**src/rtl/dependence_arbiter.sv**
```systemverilog
// dependence_arbiter
// Round-robin arbiter that shares a single evaluator of b & (a | c) among
// NUM_REQ requesters. The winner's result is held in a one-entry registered
// buffer tagged with the winning requester id.
// Optional feature macro: DEPENDENCE_ARB_OPSEL_EN adds a per-requester op
// select (req_op in, rsp_op out); op 1 evaluates a & b instead.
module dependence_arbiter #(
  parameter int NUM_REQ = 4,
  parameter int IDW     = $clog2(NUM_REQ)
) (
  input  logic               clk,
  input  logic               rst,
  input  logic [NUM_REQ-1:0] req_valid,
  output logic [NUM_REQ-1:0] req_ready,
  input  logic [NUM_REQ-1:0] req_a,
  input  logic [NUM_REQ-1:0] req_b,
  input  logic [NUM_REQ-1:0] req_c,
  output logic               rsp_valid,
  input  logic               rsp_ready,
  output logic               rsp_q,
  output logic [IDW-1:0]     rsp_id,
`ifdef DEPENDENCE_ARB_OPSEL_EN
  input  logic [NUM_REQ-1:0] req_op,
  output logic               rsp_op,
`endif
  output logic               busy
);

  typedef enum logic {
    S_EMPTY = 1'b0,
    S_FULL  = 1'b1
  } state_t;

  state_t         state_q, state_d;
  logic [IDW-1:0] ptr_q, ptr_d;
  logic [IDW-1:0] id_q, id_d;
  logic           res_q, res_d;
  logic [IDW-1:0] win_s;
  logic           found_s;
  logic           can_accept_s;
  logic           accept_s;
  logic           op_sel_s;
`ifdef DEPENDENCE_ARB_OPSEL_EN
  logic           op_q, op_d;
`endif

  // Shared evaluation unit; op 1 selects the alternate a & b function.
  function automatic logic eval_fn(input logic a, input logic b,
                                   input logic c, input logic op);
    logic r;
    if (op) begin
      r = a & b;
    end else begin
      r = b & (a | c);
    end
    return r;
  endfunction

  // Round-robin scan: first valid requester at or after ptr, wrapping.
  always_comb begin : p_scan
    int             idx;
    logic [IDW-1:0] idx_w;
    logic           hit;
    idx     = 0;
    idx_w   = {IDW{1'b0}};
    hit     = 1'b0;
    found_s = 1'b0;
    win_s   = {IDW{1'b0}};
    for (int k = 0; k < NUM_REQ; k++) begin
      idx     = int'(ptr_q) + k;
      idx     = (idx >= NUM_REQ) ? (idx - NUM_REQ) : idx;
      idx_w   = IDW'(idx);
      hit     = req_valid[idx_w] & ~found_s;
      win_s   = hit ? idx_w : win_s;
      found_s = found_s | req_valid[idx_w];
    end
  end

  // The buffer can take a result when empty or when it drains this cycle.
  assign can_accept_s = (state_q == S_EMPTY) | rsp_ready;
  // Reset holds off every grant so req_ready reads zero while rst is high.
  assign accept_s     = found_s & can_accept_s & ~rst;

`ifdef DEPENDENCE_ARB_OPSEL_EN
  assign op_sel_s = req_op[win_s];
`else
  assign op_sel_s = 1'b0;
`endif

  // One-hot grant to the scan winner when an accept happens this cycle.
  always_comb begin
    req_ready = {NUM_REQ{1'b0}};
    if (accept_s) begin
      req_ready[win_s] = 1'b1;
    end else begin
      req_ready = {NUM_REQ{1'b0}};
    end
  end

  // Buffer next-state, result capture and pointer advance.
  always_comb begin
    state_d = state_q;
    ptr_d   = ptr_q;
    res_d   = res_q;
    id_d    = id_q;
`ifdef DEPENDENCE_ARB_OPSEL_EN
    op_d    = op_q;
`endif
    case (state_q)
      S_EMPTY: state_d = accept_s ? S_FULL : S_EMPTY;
      // Drain with a simultaneous refill stays FULL, so no bubble appears.
      S_FULL:  state_d = (accept_s | ~rsp_ready) ? S_FULL : S_EMPTY;
      default: state_d = S_EMPTY;
    endcase
    if (accept_s) begin
      res_d = eval_fn(req_a[win_s], req_b[win_s], req_c[win_s], op_sel_s);
      id_d  = win_s;
      ptr_d = (int'(win_s) == NUM_REQ - 1) ? {IDW{1'b0}} : (win_s + IDW'(1'b1));
`ifdef DEPENDENCE_ARB_OPSEL_EN
      op_d  = op_sel_s;
`endif
    end else begin
      res_d = res_q;
      id_d  = id_q;
      ptr_d = ptr_q;
    end
  end

  // State registers; reset empties the buffer and rewinds the pointer.
  always_ff @(posedge clk or posedge rst) begin
    if (rst) begin
      state_q <= S_EMPTY;
      ptr_q   <= {IDW{1'b0}};
      res_q   <= 1'b0;
      id_q    <= {IDW{1'b0}};
`ifdef DEPENDENCE_ARB_OPSEL_EN
      op_q    <= 1'b0;
`endif
    end else begin
      state_q <= state_d;
      ptr_q   <= ptr_d;
      res_q   <= res_d;
      id_q    <= id_d;
`ifdef DEPENDENCE_ARB_OPSEL_EN
      op_q    <= op_d;
`endif
    end
  end

  assign rsp_valid = (state_q == S_FULL);
  assign rsp_q     = res_q;
  assign rsp_id    = id_q;
  assign busy      = rsp_valid | (|req_valid);
`ifdef DEPENDENCE_ARB_OPSEL_EN
  assign rsp_op    = op_q;
`endif

endmodule

```
**config.mk**
```make
export PLATFORM = sky130hd
export DESIGN_NAME = dependence_arbiter
export DESIGN_NICKNAME = d
export VERILOG_FILES = /design/src/rtl/dependence_arbiter.sv
export SDC_FILE = /design/constraint.sdc
export NUM_CORES = 1
export LEC_CHECK = 0
export ABC_AREA = 1
export CELL_PAD_IN_SITES_DETAIL_PLACEMENT = 1
export CELL_PAD_IN_SITES_GLOBAL_PLACEMENT = 1
export CORE_MARGIN = 5
export CORE_UTILIZATION = 27
export DETAILED_ROUTE_END_ITERATION = 12
export PLACE_DENSITY = 0.81
export SYNTH_ARGS = -nofsm -noshare
export SYNTH_HDL_FRONTEND = slang
export SYNTH_SLANG_ARGS = --single-unit
```
**constraint.sdc**
```tcl
create_clock -name clk -period 1.8 [get_ports clk]
set_input_delay 0.18 -clock clk [delete_from_list [all_inputs] [get_ports clk]]
set_output_delay 0.18 -clock clk [all_outputs]
set_load 0.05 [all_outputs]
```
* After elaboration in Yosys (flattened, before gate mapping)
Index checks and enable logic that the tools add are counted.
Word-level totals: bits in registers 6, logic and storage cells 73
Cells by class: bitwise logic cells 19, reduce and logical (&&, ||, !) cells 2, magnitude comparators 10, mux-type cells 29, add/sub/neg operators 8, eq/ne operators 1
Operators with widths (count):
- 2-bit 2-to-1 mux | 9
- 2-bit by 3-bit less-than comparator with 1-bit output, second input constant | 5
- 1-bit binary-select mux with 2-bit select | 7
- 1-bit 2-to-1 mux | 10
- 3-bit >= comparator, second input constant | 3
- 2-bit by 1-bit subtractor with 2-bit output, second input constant | 4
- 1-bit OR | 7
- 2-bit by 2-bit adder with 3-bit output, second input constant | 2
- 1-bit bitwise AND | 6
- 1-bit NOT | 6
- 4-bit 2-to-1 mux | 1
- 4-bit OR reduction | 1
- 2-bit by 1-bit adder with 3-bit output, second input constant | 1
- 2-bit by 3-bit >= comparator with 1-bit output, second input constant | 1
- 2-bit by 1-bit adder with 2-bit output, second input constant | 1
- 1-bit demux with 2-bit select | 1
- 2-bit by 1-bit == test with 1-bit output, second input constant | 1
- 2-bit by 1-bit >= comparator with 1-bit output, second input constant | 1
- 1-bit case mux with 2 select lines | 1
- 1-bit logical AND | 1

* Longest topological paths before layout
depth in word-level cells 15, gate-level depth with buffers 16, depth with buffers taken out 15

* Least setup slack after synthesis
No wires, ideal clock.
kind reg2out, from register ptr_q[0], to output req_ready[2], stages on the path, launching flop included 14, arrival 1.998 ns, path slack -0.378 ns, cells stage by stage dfrtp_1 > buf_6 > inv_6 > nand2_2 > nand3_1 > nand2_2 > nor2_4 > nand3_1 > nand3_2 > nand2_2 > inv_2 > ha_1 > inv_1 > nor2_1
On the way: longest elaborated chain between the ends 15, elaborated cells on any way between the ends 44, classes of those cells add/sub (7); order compare (6); mux (19); bitwise (11); reduce/logical (1)
Ends and longest elaborated chain:
- start, declared | RTL line 35 | logic [IDW-1:0] ptr_q, ptr_d;
- start signal, assigned | RTL line 133 | ptr_q <= {IDW{1'b0}};
- start signal, assigned | RTL line 141 | ptr_q <= ptr_d;
- 2-bit by 1-bit adder with 3-bit output | RTL line 70 | idx = int'(ptr_q) + k;
- 3-bit >= comparator or 2-bit by 1-bit subtractor with 2-bit output (tied branches) | RTL line 71 | idx = (idx >= NUM_REQ) ? (idx - NUM_REQ) : idx;
- 2-bit 2-to-1 mux | RTL line 71
- 1-bit binary-select mux with 2-bit select | RTL line 73, 75
- 1-bit 2-to-1 mux (implied by the code) | RTL line 73, 75
- 1-bit OR | RTL line 75 | found_s = found_s | req_valid[idx_w];
- 1-bit NOT or 1-bit OR (tied branches) | RTL line 73, 75
- 1-bit bitwise AND or 1-bit NOT (tied branches) | RTL line 73 | hit = req_valid[idx_w] & ~found_s;
- 2-bit 2-to-1 mux or 1-bit bitwise AND (tied branches) | RTL line 74, 73
- 2-bit 2-to-1 mux (*) | RTL line 74 | win_s = hit ? idx_w : win_s;
- net win_s[1] | RTL line 38 | logic [IDW-1:0] win_s;
- 2-bit by 3-bit less-than comparator with 1-bit output (implied by the code) or 2-bit by 1-bit >= comparator with 1-bit output (tied branches) | RTL line 94 | req_ready[win_s] = 1'b1;
- 1-bit logical AND (implied by the code) | RTL line 94
- 1-bit 2-to-1 mux (implied by the code) | RTL line 94
- 1-bit demux with 2-bit select (*) | RTL line 94
- 4-bit 2-to-1 mux (*) | RTL line 93 | if (accept_s) begin
- end, declared | RTL line 14 | output logic [NUM_REQ-1:0] req_ready,
Mark *: on every way through the listed nets, which the timed path passes. The rest lies on a longest branch. The select of a mux whose other input is x is not followed.

* Worst setup path in the final report
from register ptr_q[1], to output req_ready[2]
On the way: longest elaborated chain between the ends 15, elaborated cells on any way between the ends 44, classes of those cells add/sub (7); order compare (6); mux (19); bitwise (11); reduce/logical (1)
Ends and longest elaborated chain (RTL line):
- 2-bit by 1-bit adder with 3-bit output | 70
- 3-bit >= comparator or 2-bit by 1-bit subtractor with 2-bit output (tied branches) | 71
- 2-bit 2-to-1 mux | 71
- 1-bit binary-select mux with 2-bit select | 73, 75
- 1-bit 2-to-1 mux (implied by the code) | 73, 75
- 1-bit OR | 75
- 1-bit NOT or 1-bit OR (tied branches) | 73, 75
- 1-bit bitwise AND or 1-bit NOT (tied branches) | 73
- 2-bit 2-to-1 mux or 1-bit bitwise AND (tied branches) | 74, 73
- 2-bit 2-to-1 mux | 74
- 2-bit by 3-bit less-than comparator with 1-bit output (implied by the code) or 2-bit by 1-bit >= comparator with 1-bit output (tied branches) | 94
- 1-bit logical AND (implied by the code) | 94
- 1-bit 2-to-1 mux (implied by the code) | 94
- 1-bit demux with 2-bit select | 94
- 4-bit 2-to-1 mux (*) | 93
Every way passes the cells marked *; elsewhere a longest branch is shown, timed or not. The select of a mux whose other input is x is not followed.

==> results.json <==
{
  "status": "complete, but fails checks",
  "violations": "setup timing",
  "drv_cap": 0,
  "required_ns": 1.62,
  "drt_iter0_drc": 18,
  "tns_ns": -2.70,
  "syn2layout_area_growth_pct": 128,
  "cp_max_fo": 5,
  "ys_seq_area_share_pct": 23.1,
  "syn_area_per_cell_um2": 6.44,
  "peakVddDrop_v": 0.00158,
  "p_sw_uw": 1820,
  "skew_ns": 0.000329,
  "worst-endpoint-arrival_ns": 2.06,
  "dieArea_mm2": 0.00349,
  "dp_hpwl_um": 1930,
  "ys_warn_count": 0,
  "grt_overflow": 0,
  "fp-row-count": 17,
  "syn_area_um2": 651,
  "placed_cells": 169,
  "wl_um": 3570,
  "max_freq_mhz": 447,
  "groute.usage.overall_pct": 19.5,
  "grt_first_pass_wirelength_um": 5110,
  "clk_pin_slew_ns": 0.04,
  "power_frac_seq_pct": 7.4,
  "power.density_mw_per_mm2": 2300,
  "fin_crit_ns": 2.24,
  "intPower_uw": 1590,
  "stdcell_count": 184,
  "clk_latency_ns": 0.24,
  "die-height_um": 59.1,
  "power_frac_clock_pct": 3.6,
  "first_global_vias": 1049,
  "syn_nets": 124,
  "final_cell_mix": "24 x buf_4, 18 x clkdlybuf4s50_1, 17 x nand2_1",
  "post_synth_num_cell_types": 17,
  "clock_sinks": 6,
  "rsz0062_at_grt": "true",
  "final_common_cell": "buf_4",
  "core_area_mm2": 0.00225,
  "ys_seq_elements": 6,
  "num_antenna_cells": 0,
  "cts_tree": "done",
  "finalCritPeriodShare_pct": 124,
  "nets": 181,
  "die_w_um": 59.1,
  "fin_ws_ns": -0.439,
  "tightest_slew_ns": 0.514,
  "io_pins": 28,
  "critPathKind": "reg2out",
  "synth_cells": 101,
  "gp_congestion": 0.806,
  "hold_path_class": "in2async",
  "start_util_pct": 28.9,
  "report.final.slew_viol_count": 0,
  "cts_buffers": 3,
  "first_pass_iters": 4,
  "htree_levels": 1,
  "drc": 0,
  "antenna_left": 0,
  "setup-violations-final": 8,
  "post-route-util_pct": 65.7,
  "via_count": 944,
  "end_kind": "output pin",
  "power_frac_comb_pct": 89.0,
  "portBuffers": 27,
  "grt_max_degree": 11,
  "final_hold_viol_count": 0,
  "slew_headroom_pct": 65.6,
  "wl_per_cell_um": 19.4,
  "start_kind": "flip-flop",
  "whs_ns": 0.236,
  "leakage_uw": 0.000737,
  "swShare_pct": 53.3,
  "cts_max_path_buffers": 2,
  "antenna_found_initial": 0,
  "root_buffer": "clkbuf_4",
  "ctsHoldBuffers": 0,
  "drive_above_1_share_pct": 59.6,
  "avgViaCountPerCell": 5.13
}
## worst max-delay path, stage by stage, from the launching register on
cell	delay, ns
dfrtp_2	0.44
inv_2	0.17
nand2_2	0.10
nand2_4	0.10
nand2_4	0.08
nand3_2	0.10
nand2_2	0.07
nand2_2	0.08
nand3_4	0.10
buf_4	0.17
ha_4	0.15
inv_2	0.06
nor2_4	0.04
buf_12	0.14
## power by group through the flow
stage,Clock [uW],Sequential (uW),Combinational [uW]
after detailed placement,0,242,1970
after CTS,126,251,2650
after floorplan,0,351,1030
final,123,252,3040
after global routing,140,259,3220
after global placement,0,236,1890
## cell usage after synthesis
| library cell | n | share of area [%] |
|---|---|---|
| or2_2 | 1 | 0.96 |
| inv_6 | 1 | 1.3 |
| nand4_1 | 2 | 1.9 |
| nand3_2 | 2 | 3.1 |
| ha_1 | 4 | 7.7 |
| nand3_1 | 9 | 6.9 |
| inv_2 | 2 | 1.2 |
| nor2_4 | 1 | 1.7 |
| buf_6 | 1 | 1.7 |
| o21ai_0 | 4 | 3.1 |
| nand2_1 | 31 | 18 |
| inv_1 | 16 | 9.2 |
| dfrtp_1 | 6 | 23 |
| o211ai_2 | 1 | 1.9 |
| nor2_1 | 5 | 2.9 |
| o21a_1 | 5 | 5.8 |
| nand2_2 | 10 | 9.6 |
## through the flow
step / setup WS [ns] / instance area (um^2) / total power, uW
after floorplan: -0.0155 / 691 / 1390
after global placement: -0.229 / 1150 / 2130
after detailed placement: -0.321 / 1150 / 2210
after CTS: -0.394 / 1390 / 3030
final: -0.439 / 1480 / 3410
after global routing: -0.543 / 1480 / 3610
## layer usage
layer	share of wire, %	vias to the layer above	track usage, %	wire (um)
li1	-	430	-	-
met1	40	467	20.5	1410
met2	54	30	39.1	1940
met5	0	-	0	0
met3	2.1	17	1.09	74
met4	3.8	0	7.77	137
## path summary, 6_finish.rpt
| kind | slack, ns | depth (start not counted) | to | startpoint |
|---|---|---|---|---|
| hold / removal | 0.24 | 3 | rsp_valid$_DFF_PP0_ | rst |
| max in group asynchronous | 1.44 | 3 | ptr_q[1]$_DFFE_PP0P_ | rst |
| setup / recovery | -0.44 | 13 | req_ready[2] | ptr_q[1]$_DFFE_PP0P_ |
| hold reg to reg | 0.52 | 1 | rsp_id[0]$_DFFE_PP0P_ | rsp_id[0]$_DFFE_PP0P_ |
| min in group clk | 0.52 | 1 | rsp_id[0]$_DFFE_PP0P_ | rsp_id[0]$_DFFE_PP0P_ |
| setup reg to reg | -0.39 | 17 | rsp_q$_DFFE_PP0P_ | ptr_q[0]$_DFFE_PP0P_ |
## state kept, by name (all words and copies together), names as in the netlist
signal / flops
rsp_q: 1
rsp_valid: 1
ptr_q: 2
rsp_id: 2
## cell type report
class                           instances  area, um^2
Clock buffer                            3        22.5
Fill cell                             266         773
Inverter                               19        88.8
Multi-Input combinational cell         75         642
Sequential cell                         6         151
Tap cell                               28        35.0
Timing Repair Buffer                   53         542
## logic make-up after synthesis
logic type                 Yosys count  synth area share [%]
and+or+nand+nor                     61                  45.0
buffers and inverters               20                  13.5
AOI/OAI and AO/OA                   10                  10.8
DFF                                  6                  23.1
adders and majority gates            4                  7.69
## timing repair
item	CTS	global route
endpoints found under the setup margin	7	10
resized for setup	44	21
cloned	0	0
buffers inserted	8	4
pin swaps	16	6
Power figures use the tool's default switching activity.
